$ cat src/rtl/hazard_stall_unit.sv
// Pipeline hazard/stall controller for the hazards forwarding cannot cover:
// load-use bubbles, data-memory wait freezes and taken-branch flushes.
// Also runs a memory-wait timeout FSM and a saturating stall-cycle counter.
//
// state  | meaning
// -------+-----------------------------------------------------------
// S_RUN  | no outstanding memory wait
// S_WAIT | data memory busy; wait_cnt counts consecutive busy cycles
// S_ERR  | wait exceeded MEM_TIMEOUT; pipeline frozen until rst_n
module hazard_stall_unit #(
  parameter int unsigned MEM_TIMEOUT = 16,
  parameter int unsigned CNT_W       = 32
) (
  input  logic             clk,
  input  logic             rst_n,
  input  logic [4:0]       ID_rs1,
  input  logic [4:0]       ID_rs2,
  input  logic             ID_uses_rs1,
  input  logic             ID_uses_rs2,
  input  logic             EX_MemRead,
  input  logic [4:0]       EX_RegWriteAddr,
  input  logic             EX_BranchTaken,
  input  logic             MEM_MemAccess,
  input  logic             mem_ready,
  output logic             pc_hold,
  output logic             ifid_hold,
  output logic             idex_hold,
  output logic             exmem_hold,
  output logic             idex_bubble,
  output logic             ifid_flush,
  output logic             mem_timeout,
  output logic [CNT_W-1:0] stall_cycles
);

  localparam int unsigned WCW = $clog2(MEM_TIMEOUT + 1);
  localparam logic [WCW-1:0] TIMEOUT_VAL = WCW'(MEM_TIMEOUT);

  typedef enum logic [1:0] {
    S_RUN  = 2'd0,
    S_WAIT = 2'd1,
    S_ERR  = 2'd2
  } state_t;

  state_t         state, state_nxt;
  logic [WCW-1:0] wait_cnt, wait_cnt_nxt;

  logic load_use;
  logic mem_busy;
  logic freeze;
  logic any_ctl;

  // Hazard detection; x0 is never a real dependency.
  assign load_use = EX_MemRead && (EX_RegWriteAddr != 5'd0) &&
                    ((ID_uses_rs1 && (ID_rs1 == EX_RegWriteAddr)) ||
                     (ID_uses_rs2 && (ID_rs2 == EX_RegWriteAddr)));
  assign mem_busy = MEM_MemAccess && !mem_ready;
  assign freeze   = mem_busy || (state == S_ERR);

  // State and wait-length counter registers.
  always_ff @(posedge clk or negedge rst_n) begin
    if (!rst_n) begin
      state    <= S_RUN;
      wait_cnt <= '0;
    end else begin
      state    <= state_nxt;
      wait_cnt <= wait_cnt_nxt;
    end
  end

  // Next-state logic for the memory-wait timeout tracker.
  always_comb begin
    state_nxt    = state;
    wait_cnt_nxt = wait_cnt;
    case (state)
      S_RUN: begin
        if (mem_busy) begin
          state_nxt    = S_WAIT;
          wait_cnt_nxt = WCW'(1);
        end else begin
          wait_cnt_nxt = '0;
        end
      end
      S_WAIT: begin
        if (!mem_busy) begin
          state_nxt    = S_RUN;
          wait_cnt_nxt = '0;
        end else if (wait_cnt == TIMEOUT_VAL) begin
          state_nxt = S_ERR;
        end else begin
          wait_cnt_nxt = wait_cnt + WCW'(1);
        end
      end
      S_ERR: begin
        state_nxt = S_ERR;
      end
      default: begin
        state_nxt    = S_RUN;
        wait_cnt_nxt = '0;
      end
    endcase
  end

  // Pipeline control, zero latency. A frozen pipeline keeps branch/load-use
  // inputs stable, so those actions are simply deferred until the freeze ends.
  always_comb begin
    pc_hold     = 1'b0;
    ifid_hold   = 1'b0;
    idex_hold   = 1'b0;
    exmem_hold  = 1'b0;
    idex_bubble = 1'b0;
    ifid_flush  = 1'b0;
    if (freeze) begin
      pc_hold    = 1'b1;
      ifid_hold  = 1'b1;
      idex_hold  = 1'b1;
      exmem_hold = 1'b1;
    end else if (EX_BranchTaken) begin
      ifid_flush  = 1'b1;
      idex_bubble = 1'b1;
    end else if (load_use) begin
      pc_hold     = 1'b1;
      ifid_hold   = 1'b1;
      idex_bubble = 1'b1;
    end
  end

  assign any_ctl = pc_hold | ifid_hold | idex_hold | exmem_hold |
                   idex_bubble | ifid_flush;

  // Sticky timeout flag and saturating stall counter (frozen once in S_ERR).
  always_ff @(posedge clk or negedge rst_n) begin
    if (!rst_n) begin
      mem_timeout  <= 1'b0;
      stall_cycles <= '0;
    end else begin
      mem_timeout <= (state_nxt == S_ERR);
      if (any_ctl && (state != S_ERR) && (stall_cycles != {CNT_W{1'b1}})) begin
        stall_cycles <= stall_cycles + CNT_W'(1);
      end
    end
  end

endmodule

$ cat config.mk
export PLATFORM = sky130hd
export DESIGN_NAME = hazard_stall_unit
export DESIGN_NICKNAME = d
export VERILOG_FILES = /design/src/rtl/hazard_stall_unit.sv
export SDC_FILE = /design/constraint.sdc
export NUM_CORES = 1
export LEC_CHECK = 0
export ABC_AREA = 1
export BUFFER_PORTS_ARGS = -buffer_cell sky130_fd_sc_hd__buf_4
export CORE_UTILIZATION = 35
export CTS_BUF_LIST = sky130_fd_sc_hd__clkbuf_4 sky130_fd_sc_hd__clkbuf_8
export DETAILED_ROUTE_END_ITERATION = 12
export PLACE_DENSITY = 0.69
export SLEW_MARGIN = 40
export SYNTH_ARGS = -nofsm -noshare
export SYNTH_HDL_FRONTEND = slang
export SYNTH_SLANG_ARGS = --single-unit
$ cat constraint.sdc
create_clock -name clk -period 1.53 [get_ports clk]
set_input_delay 0.153 -clock clk [delete_from_list [all_inputs] [get_ports clk]]
set_output_delay 0.153 -clock clk [all_outputs]
set_load 0.02 [all_outputs]
---- Word level (Yosys, flattened, before mapping) ----
Cells that the tools add are included.
storage, ports and cells
  bits of input ports ..................... 23
  output and inout bits ................... 39
  flip-flop bits (word level) ............. 40
  word-level logic and storage cells ...... 49
cells by class
  add/subtract/negate cells ............... 2
  bitwise gates (word level) .............. 5
  mux-type cells .......................... 16
  equality and inequality tests ........... 9
  reduce and logical (&&, ||, !) cells .... 13
operators with widths
  kind                   number
  $add 32x1->32 const B  1
  $ne 32x32->1 const B   1
  $pmux 5 s3             1
  $eq 5x5->1             2
  $mux 5                 2
  $mux 1                 9
  $logic_and 1x1->1      7
  $mux 2                 3
  $pmux 2 s3             1
  $add 5x1->5 const B    1
  $eq 5x5->1 const B     1
  $reduce_bool 5->1      1
  $eq 2x2->1 const B     2
  $or 1x1->1             4
  $ne 3x3->1 const B     1
  $eq 2x1->1 const B     1
  $logic_not 2->1        1
  $logic_or 1x1->1       2
  $ne 2x2->1 const B     1
  $reduce_and 2->1       1
  $logic_not 1->1        1
  $not 1->1              1

---- Logic depth before layout (Yosys ltp) ----
Gate-level depths: netlist of the first run.
  depth after elaboration ................. 13
  mapped depth ............................ 12
  mapped depth without buffers ............ 11

---- Worst setup path before layout of the first run ----
No wires, ideal clock.
  path kind ............................... flip-flop to output port
  from .................................... register state[1]
  to ...................................... output port pc_hold
  path buffers ............................ 2
  data required time ...................... 1377 ps
  setup slack ............................. -475 ps
  arrival time ............................ 1852 ps
  cell stages (with the launch flop) ...... 9
  path through ............................ dfrtp_1 inv_1 nor2_1 inv_1 clkbuf_1 nand2_1 nor2_1 a31oi_1 buf_4
between the ends
  cells in the longest elaborated chain, start to end .. 3
ends and longest elaborated chain
  item                    RTL line  source
  start, declared         44        state_t state, state_nxt;
  start signal, assigned  65        state <= state_nxt;
  $eq 2x2->1              57        assign freeze = mem_busy || (state == S_ERR);
  $logic_or 1x1->1        57
  $mux 1                  n/a
  end, declared           25        output logic pc_hold,
Every way passes these cells.

---- Final worst setup path of the first run ----
  from .................................... register stall_cycles[1]
  to ...................................... register stall_cycles[1]
between the ends
  cells in the longest elaborated chain, start to end .. 2
  elaborated cells between the ends (all ways) .. 3
  those cells by class .................... add/sub (1); eq/ne (1); reduce/logical (1)
ends and longest elaborated chain
  item                                                   RTL line  source
  start, declared                                        32        output logic [CNT_W-1:0] stall_cycles
  start signal, assigned                                 138       stall_cycles <= stall_cycles + CNT_W'(1);
  branches (longest 2 deep; another with $add 32x1->32)  n/a
Several ways; the timed one is not identified.
A chain may end at the register's enable or synchronous reset.

==> results.ini, run 1 <==
[run_status]
outcome = finished, violations left
violations = setup timing

[logic_synthesis]
synth-xor-area-share_pct = 6.97
synth-compound-area-share_pct = 2.38
synth.distinct_cells = 30
synth_top_area_share_pct = 34.6
synth.mux.area_fraction_pct = 0
synth_top_family_by_area = simple AND/OR/NAND/NOR gates
yosysWarnings = 0
seq_area_frac_synth_pct = 34.6
async_flop_share_pct = 100
avgSynthCellArea_um2 = 6.63
synth_top_flop_cell = dfrtp_1
synth_edf_count = 0
synth-simple-area-share_pct = 45.2
synth_fa_ha_area_share_pct = 1.30
synth-seq-cells = 40
synth_area_leader_cell = dfrtp_1
synth_commonest_cells = 172 x nand2_1, 53 x nor2_1, 43 x inv_1
syn-cell-area_mm2 = 0.00289
syn_inst = 436
synth_fp_nets = 462
synth_area_leaders = dfrtp_1 35%, nand2_1 22%, nand4_1 7.6%
synth_most_common_cell = nand2_1

[flow_run]
cap_violations = 0

[placement]
place_congestion = 0.968
pre_cts_ws_ps = -57.7
io_buffers = 61
dpl.cell_count = 631
dp_hpwl_mm = 6.58
dpl-instance-area_mm2 = 0.00379

[global_routing]
grt_util_met3_pct = 3.20
busiest_layer = met2
grt_overflow = 0
grt_pass1_wl_mm = 14.1
grtUsageMet2_pct = 35.5
grtUsageTotal_pct = 20.6
grt_pass1_vias = 3010
met1_usage_pct = 27.2
grt_antenna_before_repair = 0
grt_max_degree = 41

[final_layout]
layout-drive-gt1-share_pct = 28.8
final_cell_area_mm2 = 0.00405
n_fill_cell = 776
finalNetCount = 574
fin_cells = 650
diodes = 0
synthToLayoutAreaGrowth_pct = 40.2

[detailed_routing]
ant_nets = 0
post_drt_wl_per_cell_um = 13.3
drt_iter0_markers = 171
viasPerCell = 4.90
drc = 0
vias = 3185
wl_mm = 8.64
first_pass_iters = 4

[worst_setup_path]
path_class = reg2reg
path_max_fanout = 17
crit_required_ps = 1770
crit_path_end_kind = flop
cp-start-kind = flop
worstPathArrival_ps = 1830

[worst_hold_path]
min_path_type = in2reg

[pwr]
combPwrFrac_pct = 7.8
p_leak_nw = 2.21
p_int_mw = 1.45
power_density_mw_per_mm2 = 476
clockPowerShare_pct = 37.4
max-vdd-ir-drop_mv = 0.236
seqPwrFrac_pct = 54.8
swShare_pct = 25.0
p_switching_mw = 0.481

[die]
fp.dieW_um = 92.9
coreArea_mm2 = 0.00785
dieArea_mm2 = 0.00863
die_y_um = 92.9
start_util_pct = 36.8
ios = 62
rows = 32

[timing]
setup_slack_ps = -55.5
clock.fmax_mhz = 631
finClkSkew_ps = 5.55
timing.final.crit_period_ps = 1590
rsz0062_at_grt = true
max-slew-margin-rel_pct = 64.5
setup_viol = 32
whs_ps = 158
hold_viol_final = 0
tightest_slew_ps = 532
period_share_pct = 104
slew_viol_final = 0

[clock_network]
clk_latency_ps = 300
tritoncts = yes
clk_pin_slew_ps = 80
cts-root-buf = clkbuf_8
h-tree-depth = 2
clockBufferDepth = 2
clock_sinks = 40
cts_made_buffers = 5

## stage by stage
stage / power [mW] / util (%) / setup TNS [ps]
floorplan: 1.14 / - / -2320
global placement: 1.22 / 48.3 / -298
detailed placement: 1.23 / 48.3 / -1020
CTS: 1.93 / 50.2 / -1730
global route: 1.99 / 51.6 / -4840
finish: 1.93 / 51.6 / -1200
## worst max-delay path: stages (launching register included)
cell	delay, ps
dfrtp_2	420
ha_4	170
inv_4	40
nor2_4	100
nand2_4	80
nor3_4	170
nand4_4	140
nand3_4	120
buf_12	150
nand2_1	60
nand2_1	60
## kinds of logic (layout without fill, tap and decap cells)
kind of cell | count (synthesis) | count (layout)
and+or+nand+nor | 297 | 297
buffers and inverters | 61 | 173
AOI/OAI and AO/OA | 12 | 12
xor gates and xnor gates | 23 | 23
adders and majority gates | 3 | 3
DFF | 40 | 40
## final cells by class
class	instances	area (um2)	share of cell area, %
inverters	46	175	4.32
repair buffers	120	947	23.4
clock buffers	6	76.3	1.88
clock inverters	1	5.00	0.123
flip-flops and latches	40	1000	24.8
well taps	102	128	3.15
multi-input cells	335	1720	42.4
## per-layer routing
metal  part of all wire (%)  wire [um]
met1                     46       3960
met2                     49       4240
met3                    3.9        335
met4                    1.2        105
met5                      0          0
## final timing paths
check                                             startpoint                           end  slack, ps  depth (start not counted)
worst max-delay path             stall_cycles[1]$_DFFE_PN0P_   stall_cycles[1]$_DFFE_PN0P_        -60                         10
worst min-delay path                               mem_ready            state[0]$_DFF_PN0_        160                          3
worst max register to register   stall_cycles[1]$_DFFE_PN0P_   stall_cycles[1]$_DFFE_PN0P_        -60                         10
worst min register to register  stall_cycles[31]$_DFFE_PN0P_  stall_cycles[31]$_DFFE_PN0P_        550                          2
max in group asynchronous                              rst_n   stall_cycles[1]$_DFFE_PN0P_        770                          2
min in group asynchronous                              rst_n  stall_cycles[27]$_DFFE_PN0P_        370                          2
## timing repair
item / 4_1_cts / 5_1_grt
hold buffers: 1 / 0
buffers inserted: 2 / 9
gates cloned: 0 / 0
setup endpoints to repair: 35 / 39
resized for setup: 10 / 14
endpoints found under the hold margin: 40 / 0
pin swaps: 0 / 5
## power groups by stage
stage | combinational [mW] | sequential, mW | clock (mW)
floorplan | 0.0607 | 1.08 | 0
global placement | 0.145 | 1.08 | 0
detailed placement | 0.149 | 1.08 | 0
CTS | 0.152 | 1.06 | 0.727
global route | 0.170 | 1.06 | 0.763
finish | 0.151 | 1.06 | 0.721
## placed cells by master, fill, tap and decap left out, types with 2 or more instances in the layout
master	count
dfrtp_1	38
buf_4	112
nor2_1	44
ha_1	2
nand4_1	35
nor2_4	4
o21ai_0	6
inv_2	4
xor2_1	12
clkbuf_8	5
inv_1	41
nand2_4	2
nand3b_1	6
nand2_1	169
a21oi_1	2
nand3_1	12
nor2_2	9
nor3_1	8
dfrtp_2	2
nand2_2	3
xnor2_1	11
buf_12	2
buf_6	5
## state kept, by name, summed over array words and instances, names as in the netlist
name,flops
mem_timeout,1
state,2
stall_cycles,32
wait_cnt,5
(Power assumes the default switching activity.)
==> run 2, diff against run 1 <==
BUFFER_PORTS_ARGS = unset   (was -buffer_cell sky130_fd_sc_hd__buf_4)
DONT_BUFFER_PORTS = 1   (was unset)
PLACE_DENSITY = 0.63   (was 0.69)
==> results.ini, run 2 (synthesized netlist as in run 1, its figures left out) <==
[timing]
period_share_pct = 103
hold_viol_final = 0
tightest_slew_ps = 332
whs_ps = 66.3
rsz0062_at_grt = true
max-slew-margin-rel_pct = 77.8
fin_tns_setup_ps = -830
finClkSkew_ps = 10.7
clock.fmax_mhz = 635
setup_slack_ps = -44.2
timing.final.crit_period_ps = 1570
setup_viol = 32
slew_viol_final = 0

[detailed_routing]
vias = 3093
drc = 0
first_pass_iters = 7
post_drt_wl_per_cell_um = 13.8
ant_nets = 0
viasPerCell = 4.98
wl_mm = 8.58
drt_iter0_markers = 150

[final_layout]
finalNetCount = 544
layout-drive-gt1-share_pct = 27.7
top_regs = stall_cycles (32), wait_cnt (5), state (2)
final_cell_mix = 168 x nand2_1, 81 x buf_4, 40 x nor2_1, 39 x inv_1, 38 x dfrtp_1
synthToLayoutAreaGrowth_pct = 37.1
fin_cells = 621
final_cell_area_mm2 = 0.00396
final_common_cell = nand2_1
largest_reg_flops = 32
diodes = 0
top_register = stall_cycles
final_util_pct = 50.5

[worst_setup_path]
crit_required_ps = 1760
crit_cells = 9
reg2reg_from = stall_cycles[2]$_DFFE_PN0P_
path_class = reg2reg
rr_endpoint = stall_cycles[23]$_DFFE_PN0P_
ff2ff_path_depth = 9
cp_common_cell = nand2_1
crit_path_end = stall_cycles[23]$_DFFE_PN0P_
crit_family = simple AND/OR/NAND/NOR gates
rrSetupSlack_ps = -40
startpoint = stall_cycles[2]$_DFFE_PN0P_
crit_path_end_kind = flop
worstPathArrival_ps = 1810
worstPathCellList = nand2_1, nor2_2, nand2_1, buf_4, inv_1, nand2_1, xnor2_1, nand4_1, nand2_1
crit_buf_inv = 2
path_max_fanout = 4
max_stage_delay_ps = 450
crit_path_top_delay_cell = dfrtp_1
cp-start-kind = flop

[worst_hold_path]
min_path_type = in2reg

[placement]
dpl.cell_count = 601
place_congestion = 0.937
io_buffers = 0
dp_hpwl_mm = 6.45
dpl-instance-area_mm2 = 0.00358

[clock_network]
h-tree-depth = 2
tritoncts = yes
clk_pin_slew_ps = 80
clockBufferDepth = 2
clock_sinks = 40
cts_made_buffers = 5
clk_latency_ps = 300
cts-root-buf = clkbuf_8

[die]
fp.dieW_um = 92.9
start_util_pct = 36.8
ios = 62
dieArea_mm2 = 0.00863
die_y_um = 92.9
rows = 32
coreArea_mm2 = 0.00785

[run_status]
outcome = finished, violations left
violations = setup timing

[pwr]
max-vdd-ir-drop_mv = 0.426
p_leak_nw = 2.11
power_density_mw_per_mm2 = 540

[global_routing]
grt_pass1_vias = 3060
grtUsageTotal_pct = 21.1
grt_antenna_before_repair = 0
grt_pass1_wl_mm = 14.4
grt_max_degree = 41
grt_overflow = 0

[flow_run]
cap_violations = 0

[run 2: changes by cell type in the layout (fill, tap and decap cells not counted), moves of 2 or more]
cell	previous run	this run
nor3_1	8	3
buf_4	112	81
clkbuf_8	5	7
nor2_2	9	13
nor2_1	44	40
nor3_2	0	4
buf_12	2	4
inv_1	41	39
inv_2	4	6
[run 2: layout make-up]
class                      instances  area (um2)
clock inverter                     1        30.0
sequential                        40        1000
clock buffer                       7        96.3
fill                             779        3880
multi-input combinational        335        1790
timing repair buffer              90         743
inverter                          46         175
tap                              102         128
[run 2: timing repair]
| action | CTS | global route |
|---|---|---|
| hold buffers | 2 | 0 |
| setup endpoints to repair | 36 | 39 |
| gates resized for setup | 22 | 20 |
| pin swaps | 2 | 5 |
| endpoints found under the hold margin | 40 | 0 |
| setup buffers | 3 | 7 |
[run 2: per-stage QoR]
stage	setup WS, ps	power [mW]
after floorplan	-114	1.14
after global placement	-172	1.16
after detailed placement	-144	1.16
after CTS	-47.7	2.17
after global routing	-177	2.21
final	-44.2	2.14
[run 2: worst min-delay path by stage]
stage                                              end  depth (start not counted)  slack [ps]  startpoint
after global routing                state[0]$_DFF_PN0_                          2          80   mem_ready
after CTS                           state[0]$_DFF_PN0_                          2          50   mem_ready
after floorplan                  mem_timeout$_DFF_PN0_                          0        -140       rst_n
final                               state[0]$_DFF_PN0_                          2          70   mem_ready
after detailed placement  stall_cycles[24]$_DFFE_PN0P_                          0        -140       rst_n
after global placement    stall_cycles[28]$_DFFE_PN0P_                          0        -140       rst_n
[run 2: per-layer routing]
metal,GRT usage [%],routed length (um)
met1,25.8,3590
met2,34.1,4070
met3,5.09,552
met4,10.8,361
met5,0,0
[run 2: where the power goes]
part           leakage (nW)  internal, mW  switching [mW]
registers             0.519          1.06               0
clock network        0.0645         0.576           0.398
logic                  1.53        0.0351          0.0749
==> run 3, diff against run 2 <==
PLACE_DENSITY = 0.61   (was 0.63)
clock period = 1.8 ns   (was 1.53 ns; I/O delays follow)
==> results.ini, run 3 (synthesized netlist as in run 1, its figures left out) <==
[global_routing]
grt_pass1_wl_mm = 13.9
grt_antenna_before_repair = 0
grtUsageTotal_pct = 20.5
grt_max_degree = 41
grt_overflow = 0
grt_pass1_vias = 2911

[worst_setup_path]
crit_required_ps = 2040
path_max_fanout = 5
worstPathArrival_ps = 1960
cp-start-kind = flop
reg2reg_from = stall_cycles[1]$_DFFE_PN0P_
crit_path_end_kind = flop
path_class = reg2reg
ff2ff_path_depth = 10
rrSetupSlack_ps = 80
rr_endpoint = stall_cycles[21]$_DFFE_PN0P_

[detailed_routing]
first_pass_iters = 5
post_drt_wl_per_cell_um = 14.2
drt_iter0_markers = 234
wl_met1_mm = 3.65
drc = 0
wl_met3_um = 539
vias = 2996
wl_met2_mm = 4.05
viasPerCell = 5.06
ant_nets = 0
top_layer_used = met4
wl_mm = 8.41

[final_layout]
layout-drive-gt1-share_pct = 19.0
final_util_pct = 46.3
final_common_cell = nand2_1
synthToLayoutAreaGrowth_pct = 25.6
finalNetCount = 515
largest_reg_flops = 32
diodes = 0
top_register = stall_cycles
top_regs = stall_cycles (32), wait_cnt (5), state (2)
final_cell_mix = 171 x nand2_1, 53 x buf_4, 48 x nor2_1, 42 x inv_1, 38 x dfrtp_1
fin_cells = 592

[clock_network]
clock_sinks = 40
tritoncts = yes
cts-root-buf = clkbuf_8
clk_pin_slew_ps = 80
clockBufferDepth = 2
h-tree-depth = 2
cts_made_buffers = 5
clk_latency_ps = 300

[timing]
rsz0062_at_grt = true
finClkSkew_ps = 9.63
hold_viol_final = 0
period_share_pct = 95.7
fin_tns_setup_ps = 0
clock.fmax_mhz = 581
tightest_slew_ps = 376
max-slew-margin-rel_pct = 74.8
timing.final.crit_period_ps = 1720
whs_ps = 99.3
setup_slack_ps = 77.4
slew_viol_final = 0
setup_viol = 0

[pwr]
p_leak_nw = 1.93
power_density_mw_per_mm2 = 461
max-vdd-ir-drop_mv = 0.217

[placement]
dpl.cell_count = 574
dp_hpwl_mm = 6.24
pre_cts_ws_ps = 60.1
place_congestion = 0.972
io_buffers = 0

[die]
ios = 62
dieArea_mm2 = 0.00863
start_util_pct = 36.8
die_y_um = 92.9
rows = 32
fp.dieW_um = 92.9
coreArea_mm2 = 0.00785

[worst_hold_path]
min_path_type = in2reg
holdPathEnd = state[0]$_DFF_PN0_
min_from = mem_ready
min_path_cells = 2

[flow_run]
cap_violations = 0

[run_status]
outcome = complete, no violations

==> run 3: cell types whose count changed in the layout (fill, tap and decap cells not counted), moves of 4 or more <==
cell,delta
nor2_2,-7
nor2_1,+8
buf_4,-28
nor3_1,+4
==> run 3: report_power, final <==
group	internal, mW	switching, mW
Clock	0.365	0.323
Combinational	0.0278	0.0621
Sequential	0.898	0
Total	1.29	0.385
==> run 3: critical path, stage by stage (launching register included) <==
cell,delay [ps]
dfrtp_1,420
ha_4,170
inv_4,50
nor2_4,130
nand2_4,80
nor3_4,180
nand4_4,140
nand3_4,210
clkbuf_16,180
nand2_1,40
nand2_1,50
==> run 3: how the worst max path moves through the flow <==
| stage | startpoint | end | slack, ps |
|---|---|---|---|
| floorplan | stall_cycles[1]$_DFFE_PN0P_ | stall_cycles[5]$_DFFE_PN0P_ | 7 |
| global placement | stall_cycles[10]$_DFFE_PN0P_ | stall_cycles[28]$_DFFE_PN0P_ | 60 |
| detailed placement | stall_cycles[1]$_DFFE_PN0P_ | stall_cycles[18]$_DFFE_PN0P_ | 60 |
| CTS | stall_cycles[1]$_DFFE_PN0P_ | stall_cycles[18]$_DFFE_PN0P_ | 30 |
| global route | stall_cycles[1]$_DFFE_PN0P_ | stall_cycles[14]$_DFFE_PN0P_ | -30 |
| finish | stall_cycles[1]$_DFFE_PN0P_ | stall_cycles[21]$_DFFE_PN0P_ | 80 |
==> run 3: timing repair <==
action                                  CTS  global route
hold buffers                              2             0
hold endpoints to repair                 40             0
endpoints found under the setup margin    0            35
setup buffers                             0             5
gates resized for setup                   0            20
==> run 3: area by class of cell <==
class                      count  area [um2]
clock buffer                   8         104
fill                         810        4220
inverter                      46         175
multi-input combinational    335        1690
sequential                    40        1000
tap                          102         128
timing repair buffer          61         536
==> run 3: per-stage QoR <==
step	cell area, um2	power, mW
detailed placement	3320	0.980
global route	3630	1.75
floorplan	2910	0.967
finish	3630	1.68
global placement	3320	0.979
CTS	3450	1.69
==> run 3: per-layer routing <==
metal  vias up  GRT usage [%]
li1       1489              -
met1      1386           25.1
met2       104           33.8
met3        17           6.90
met4         0           6.28
met5         -              0
